File: src/rtl/object_kinematics.sv
// Ballistic motion for one on-screen object: gravity, terminal
// velocity, side-wall bounce or exit, and launch/kill control.
module object_kinematics #(
  parameter int XW       = 10,
  parameter int YW       = 9,
  parameter int VW       = 8,
  parameter int X_MAX    = 639,
  parameter int Y_MAX    = 479,
  parameter int GRAVITY  = 1,
  parameter int VY_MAX   = 15,
  parameter int BOUNCE_X = 1
) (
  input  logic          clk,
  input  logic          rst,
  input  logic          moveclk,
  input  logic          launch,
  input  logic          kill,
  input  logic          pause,
  input  logic [XW-1:0] init_x,
  input  logic [YW-1:0] init_y,
  input  logic [VW-1:0] init_vx,
  input  logic [VW-1:0] init_vy,
  output logic [XW-1:0] posx,
  output logic [YW-1:0] posy,
  output logic [VW-1:0] vx,
  output logic [VW-1:0] vy,
  output logic          active,
  output logic          done,
  output logic [1:0]    exit_code
);

  localparam int W = ((XW > YW) ? XW : YW) + 2;

  localparam logic signed [W-1:0] C_XMAX  = W'(X_MAX);
  localparam logic signed [W-1:0] C_YMAX  = W'(Y_MAX);
  localparam logic signed [W-1:0] C_VYMAX = W'(VY_MAX);
  localparam logic signed [W-1:0] C_GRAV  = W'(GRAVITY);
  localparam logic [VW-1:0] C_VMIN = {1'b1, {(VW-1){1'b0}}};
  localparam logic [VW-1:0] C_VPOS = {1'b0, {(VW-1){1'b1}}};

  typedef enum logic {S_IDLE, S_FLY} state_t;

  state_t        r_state, w_state_nxt;
  logic [XW-1:0] r_posx, w_posx_nxt;
  logic [YW-1:0] r_posy, w_posy_nxt;
  logic [VW-1:0] r_vx, w_vx_nxt;
  logic [VW-1:0] r_vy, w_vy_nxt;
  logic          r_done, w_done_nxt;
  logic [1:0]    r_code, w_code_nxt;

  logic signed [W-1:0] w_nx, w_ny, w_nvy, w_nvy_c;
  logic [VW-1:0]       w_vx_neg;
  logic                w_bot, w_side;

  // Candidate position/velocity for the next physics tick
  always_comb begin
    w_nx = $signed({{(W-XW){1'b0}}, r_posx})
         + $signed({{(W-VW){r_vx[VW-1]}}, r_vx});
    w_ny = $signed({{(W-YW){1'b0}}, r_posy})
         + $signed({{(W-VW){r_vy[VW-1]}}, r_vy});
    w_nvy = $signed({{(W-VW){r_vy[VW-1]}}, r_vy}) + C_GRAV;
    w_nvy_c = (w_nvy > C_VYMAX) ? C_VYMAX : w_nvy;
    w_vx_neg = (r_vx == C_VMIN) ? C_VPOS : (~r_vx + 1'b1);
    w_bot = w_ny > C_YMAX;
    w_side = w_nx[W-1] || (w_nx > C_XMAX);
  end

  // Next-state and next-register logic
  always_comb begin
    w_state_nxt = r_state;
    w_posx_nxt  = r_posx;
    w_posy_nxt  = r_posy;
    w_vx_nxt    = r_vx;
    w_vy_nxt    = r_vy;
    w_done_nxt  = 1'b0;
    w_code_nxt  = r_code;
    unique case (r_state)
      S_IDLE: begin
        if (launch) begin
          w_state_nxt = S_FLY;
          w_posx_nxt  = init_x;
          w_posy_nxt  = init_y;
          w_vx_nxt    = init_vx;
          w_vy_nxt    = init_vy;
          w_code_nxt  = 2'b00;
        end
      end
      S_FLY: begin
        if (kill) begin
          w_state_nxt = S_IDLE;
          w_done_nxt  = 1'b1;
          w_code_nxt  = 2'b11;
        end else if (!pause && moveclk) begin
          if (w_bot) begin
            w_state_nxt = S_IDLE;
            w_done_nxt  = 1'b1;
            w_code_nxt  = 2'b01;
          end else if (w_side && (BOUNCE_X == 0)) begin
            w_state_nxt = S_IDLE;
            w_done_nxt  = 1'b1;
            w_code_nxt  = 2'b10;
          end else begin
            if (w_nx[W-1]) begin
              w_posx_nxt = '0;
              w_vx_nxt   = w_vx_neg;
            end else if (w_nx > C_XMAX) begin
              w_posx_nxt = XW'(X_MAX);
              w_vx_nxt   = w_vx_neg;
            end else begin
              w_posx_nxt = w_nx[XW-1:0];
            end
            if (w_ny[W-1]) begin
              w_posy_nxt = '0;
              w_vy_nxt   = '0;
            end else begin
              w_posy_nxt = w_ny[YW-1:0];
              w_vy_nxt   = w_nvy_c[VW-1:0];
            end
          end
        end
      end
    endcase
  end

  // State and datapath registers
  always_ff @(posedge clk or negedge rst) begin
    if (!rst) begin
      r_state <= S_IDLE;
      r_posx  <= '0;
      r_posy  <= '0;
      r_vx    <= '0;
      r_vy    <= '0;
      r_done  <= 1'b0;
      r_code  <= 2'b00;
    end else begin
      r_state <= w_state_nxt;
      r_posx  <= w_posx_nxt;
      r_posy  <= w_posy_nxt;
      r_vx    <= w_vx_nxt;
      r_vy    <= w_vy_nxt;
      r_done  <= w_done_nxt;
      r_code  <= w_code_nxt;
    end
  end

  assign posx      = r_posx;
  assign posy      = r_posy;
  assign vx        = r_vx;
  assign vy        = r_vy;
  assign active    = (r_state == S_FLY);
  assign done      = r_done;
  assign exit_code = r_code;

endmodule
File: config.mk
export PLATFORM = sky130hd
export DESIGN_NAME = object_kinematics
export DESIGN_NICKNAME = d
export VERILOG_FILES = /design/src/rtl/object_kinematics.sv
export SDC_FILE = /design/constraint.sdc
export NUM_CORES = 1
export LEC_CHECK = 0
export ABC_CLOCK_PERIOD_IN_PS = 2700
export CAP_MARGIN = 10
export CELL_PAD_IN_SITES_DETAIL_PLACEMENT = 0
export CELL_PAD_IN_SITES_GLOBAL_PLACEMENT = 1
export CORE_ASPECT_RATIO = 1.25
export CORE_MARGIN = 2
export CORE_UTILIZATION = 33
export DETAILED_ROUTE_END_ITERATION = 6
export PLACE_DENSITY_LB_ADDON = 0.15
export SYNTH_ARGS = -nofsm -noshare
export SYNTH_HDL_FRONTEND = slang
export SYNTH_SLANG_ARGS = --single-unit
File: constraint.sdc
create_clock -name clk -period 2.7 [get_ports clk]
set_input_delay 0.675 -clock clk [delete_from_list [all_inputs] [get_ports clk]]
set_output_delay 0.675 -clock clk [all_outputs]
set_load 0.01 [all_outputs]
# [Word level (Yosys, flattened, before mapping)]
# Index checks and enable logic that the tools add are counted.
[classes] magnitude_cmp=3 n_reduce_logical=5 n_eq_ne=8 n_mux=42 bitwise=2 n_addsub=4
[op_table] op="2-to-1 mux 8 bit" count=13
[op_table] op="2-to-1 mux 10 bit" count=6
[op_table] op="2-to-1 mux 9 bit" count=5
[op_table] op="case mux 8 bit (2 select lines)" count=2
[op_table] op="case mux 10 bit (2 select lines)" count=1
[op_table] op="case mux 9 bit (2 select lines)" count=1
[op_table] op="adder 11 x 8 -> 12 bit" count=1
[op_table] op="> comparator 12 x 11 -> 1 bit, second input constant" count=1
[op_table] op="adder 10 x 8 -> 11 bit" count=1
[op_table] op="> comparator 11 x 10 -> 1 bit, second input constant" count=1
[op_table] op="adder 8 x 2 -> 9 bit, second input constant" count=1
[op_table] op="> comparator 9 x 5 -> 1 bit, second input constant" count=1
[op_table] op="adder 8 x 1 -> 8 bit, second input constant" count=1
[op_table] op="equality test 8 bit, second input constant" count=1
[op_table] op="2-to-1 mux 1 bit" count=8
[op_table] op="2-to-1 mux 2 bit" count=4
[op_table] op="inverter 8 bit" count=1
[op_table] op="!= test 2 bit, second input constant" count=3
[op_table] op="!= test 3 x 2 -> 1 bit, second input constant" count=2
[op_table] op="AND reduction 5 bit" count=1
[op_table] op="case mux 2 bit (2 select lines)" count=1
[op_table] op="AND reduction 4 bit" count=1
[op_table] op="!= test 3 x 1 -> 1 bit, second input constant" count=1
[op_table] op="AND reduction 3 bit" count=1
[op_table] op="5 further kinds" count=5
[word_totals] input_bits=41 ff_bits=39

# [Longest topological paths before layout]
[depth] ltp_word=9 ltp_mapped=12 ltp_nobuf=11

# [Worst setup path before layout]
# No wires, ideal clock.
[synth_timing] path_kind="reg-to-reg" from="register r_vy[0] (netlist: vy[0])" to="register r_vx[0] (netlist: vx[0])" period_less_slack_ns=2.951 n_path_buf=1 required_time_ns=2.579 arrival_time_ns=2.830 setup_slack_ns=-0.251 path_stages_with_launch=13 cell_sequence="dfrtp_1 > ha_1 > inv_1 > fa_1 > nor2b_1 > o31a_1 > o221ai_1 > a311oi_2 > nand2_1 > o21ai_2 > buf_2 > nor3_1 > o22a_1"
[synth_via] elab_chain_len=4
[synth_rtl] element="start, declared" line="47" text="logic [VW-1:0] r_vy, w_vy_nxt;"
[synth_rtl] element="start signal, assigned" line="140" text="r_vy <= w_vy_nxt;"
[synth_rtl] element="adder 10 x 8 -> 11 bit" line="60" text="+ $signed({{(W-VW){r_vy[VW-1]}}, r_vy});"
[synth_rtl] element="> comparator 11 x 10 -> 1 bit" line="64" text="w_bot = w_ny > C_YMAX;"
[synth_rtl] element="!= test 2 bit (no source line)"
[synth_rtl] element="AND reduction 5 bit (no source line)"
[synth_rtl] element="end signal, assigned" line="139" text="r_vx <= w_vx_nxt;"
[synth_rtl] element="end, declared" line="46" text="logic [VW-1:0] r_vx, w_vx_nxt;"
# Every way passes these cells.
# A chain may end at the register's enable or synchronous reset.

# [Worst setup path in the final report]
[layout_timing] from="register r_vy[0] (netlist: vy[0])" to="register r_vx[3] (netlist: vx[3])"
# Same word-level chain as after synthesis.

==> reports/results.ini <==
[placed_design]
place_congestion=0.9531
place_ws_ns=-0.1250
hpwlAfterDp_um=8425
buffers_on_ports=79

[outcome]
outcome=finished, violations left
violations=negative setup slack

[power_and_ir_drop]
clock_power_share_pct=9.2
seq_power_share_pct=13.0
p_int_mw=4.859
power.switching_fraction_pct=43.21
peakVddDrop_uv=887.6
power_density_mw_per_mm2=1626
total_switching_power_mw=3.697
p_leak_nw=2.288
p_comb_share_pct=77.8

[synth]
synth_flop_cell=dfrtp_1
syn_area_mm2=0.003197
synth_area_per_cell_um2=8.640
yosys_warnings=0
asyncSetResetFlopFracSynth_pct=100.0
synth_fp_nets=437
synth-edff-count=0
seq_area_frac_synth_pct=30.53
synth_cell_type_count=62
synth-seq-cells=39
synth_cells=370

[drt]
drt-pass1-iter-count=5
detailedRoute.firstIterationViolations=148
drt_drc_violations_left=0
routed_via_density=5.371
vias=3534
final_antenna_net_count=0
routed_wirelength_um=11660
wire_per_inst_um=17.71

[timing]
hold_slack_ns=0.3265
setup_viol=33
timing.final.max_slew_violations=0
clock.fmax_ghz=0.3496
grt_setup_unrepaired=true
post-route-period-util_pct=105.9
tightest_slew_ns=0.4374
relSlewSlack_pct=70.84
worst_clock_skew_ns=0.006094
final.min_clock_period_ns=2.860
final_critical_path_setup_slack_ns=-0.1603
hold_viol=0

[layout]
n_fill_cell=867
areaGrowthSynthToFinish_pct=64.62
finish.net_count=598
ff_latch_area_um2=979.7
diodes_inserted=0
drive_gt1_share_pct=27.63
most_common_cell_after_layout_fill_and_taps_aside=clkdlybuf4s50_1
multi_input_area_mm2=0.002263
layout.cells.most_common_list=clkdlybuf4s50_1 (78), buf_4 (76), dfrtp_1 (36)

[setup_path]
path_class=reg2reg
critical-path-top-delay-family=compound AO/OA/AOI/OAI gates
cp_data_required_time_ns=2.86
timing.critical_path.arrival_ns=3.02
startpoint_type=flop
most_numerous_cell_on_the_critical_path=buf_12
critPathSlowestCell=dfrtp_2
critical_path.cell_chain=ha_4, inv_2, fa_2, nor2b_2, o31a_1, o221ai_2, a311oi_2, nand2_2, o21ai_4, buf_12, buf_12, nor3_2, a2bb2oi_2
end_kind=flop
wp_buf_inv=3
cp_slowest_stage_delay_ns=0.39
critPathMaxFanout=8

[global_routing]
number_of_antenna_violations_at_the_first_check_in_global_routing=0
grt_ovf=0
grt_first_pass_wirelength_um=17620
first_global_vias=3508
maximum_number_of_pins_on_one_net_before_global_route_repair=31
grt_use_total_pct=21.33

[clock_network]
clk_pin_slew_ns=0.06
cts_tree=done
insertion_delay_ns=0.28
clock_sink_count=39
cts_max_path_buffers=2
clock_tree.htree_level_count=2
clockRootBuffer=clkbuf_16
cts_made_buffers=5

[die]
floorplan.core_area_mm2=0.009509
dieWidth_um=92.04
floorplan.rows=40
die_height_um=114.0
floorplan.initialDensity_pct=33.62
ioPinCount=80
die_outline_area_mm2=0.01050

[min_path]
min_path_type=in2async

[run]
max_cap_viol_count=0

registers in the layout, summed over array words and instances (netlist names):
register / cells
vx: 8
active: 1
exit_code: 2
posy: 9
vy: 8
done: 1
posx: 10
per-stage QoR:
step	power [mW]	utilization [%]	instance area [um^2]	TNS, ns	instances
after CTS	8.097	52.61	5002	-0.3487	647
after global routing	9.203	55.34	5263	-9.428	658
final	8.555	55.34	5263	-3.055	658
after global placement	6.861	49.01	4661	-1.473	625
after detailed placement	6.890	49.01	4661	-2.543	625
after floorplan	4.423	-	3259	-0.05849	370
layer usage:
metal / track usage, % / share of wire (%)
met1: 23.67 / 39
met2: 40.54 / 53
met3: 2.444 / 3.4
met4: 9.453 / 5.0
met5: 0 / 0
power by group through the flow:
stage,clock [mW],combinational (mW),sequential [mW]
final,0.786,6.65,1.12
after CTS,0.810,6.17,1.12
after floorplan,0,3.13,1.30
after detailed placement,0,5.77,1.12
after global routing,0.826,7.23,1.15
after global placement,0,5.74,1.12
cells in the mapped netlist (7+ instances only):
| cell | number | area [um^2] |
|---|---|---|
| ha_1 | 24 | 300.3 |
| nor2b_1 | 8 | 50.05 |
| a21o_1 | 11 | 82.58 |
| xnor2_1 | 8 | 70.07 |
| a211oi_1 | 8 | 60.06 |
| or3_1 | 7 | 43.79 |
| clkbuf_1 | 9 | 33.78 |
| a2bb2oi_1 | 7 | 61.31 |
| nand2_1 | 31 | 116.4 |
| a21oi_1 | 30 | 150.1 |
| dfrtp_1 | 39 | 975.9 |
| o21ai_0 | 27 | 135.1 |
| nand2b_1 | 7 | 43.79 |
| nor2_1 | 20 | 75.07 |
| and3_1 | 8 | 50.05 |
| inv_1 | 18 | 67.56 |
| nor3_1 | 9 | 45.04 |
| o21a_1 | 8 | 60.06 |
logic make-up (layout without fill, tap and decap cells):
| group | after synthesis | count (layout) | share of synthesized area [%] |
|---|---|---|---|
| AOI/OAI and AO/OA | 151 | 151 | 34.01 |
| DFF | 39 | 39 | 30.53 |
| adders and majority gates | 26 | 26 | 10.65 |
| and+or+nand+nor | 108 | 108 | 17.03 |
| muxes | 1 | 1 | 0.3131 |
| buffers and inverters | 32 | 194 | 3.914 |
| xor gates and xnor gates | 13 | 13 | 3.562 |
worst register-to-register path, delay by kind of cell (launching register included):
kind	cells	cell delay (ns)
buffers and inverters	3	0.32
AND/OR/NAND/NOR	3	0.34
adder cells (fa/ha/maj)	2	0.50
flip-flops	1	0.39
AO/OA/AOI/OAI	5	1.17
final cells by class:
cell class                      count  area share [%]
Inverter                           18           1.284
Clock inverter                      3           1.284
Multi-Input combinational cell    299           43.01
Timing Repair Buffer              168           30.43
Clock buffer                        5           2.378
Tap cell                          126           2.996
Sequential cell                    39           18.62
path summary, 6_finish.rpt:
path	start	to	slack (ns)	depth (start not counted)
hold reg to reg	posx[8]	posx[8]	0.53	2
hold / removal	rst	posy[1]	0.33	1
setup / recovery	vy[0]	vx[3]	-0.16	13
max in group asynchronous	rst	posx[0]	1.70	2
min in group clk	posx[8]	posx[8]	0.53	2
setup reg to reg	vy[0]	vx[3]	-0.16	13
repair_timing:
action | CTS | global route
endpoints found under the hold margin | 0 | 0
buffers inserted | 15 | 6
gates cloned | 0 | 5
gates resized for setup | 10 | 29
endpoints found under the setup margin | 38 | 39
hold buffers | 0 | 0
pin swaps | 12 | 18
No activity file was read; power rests on OpenSTA's default activity.
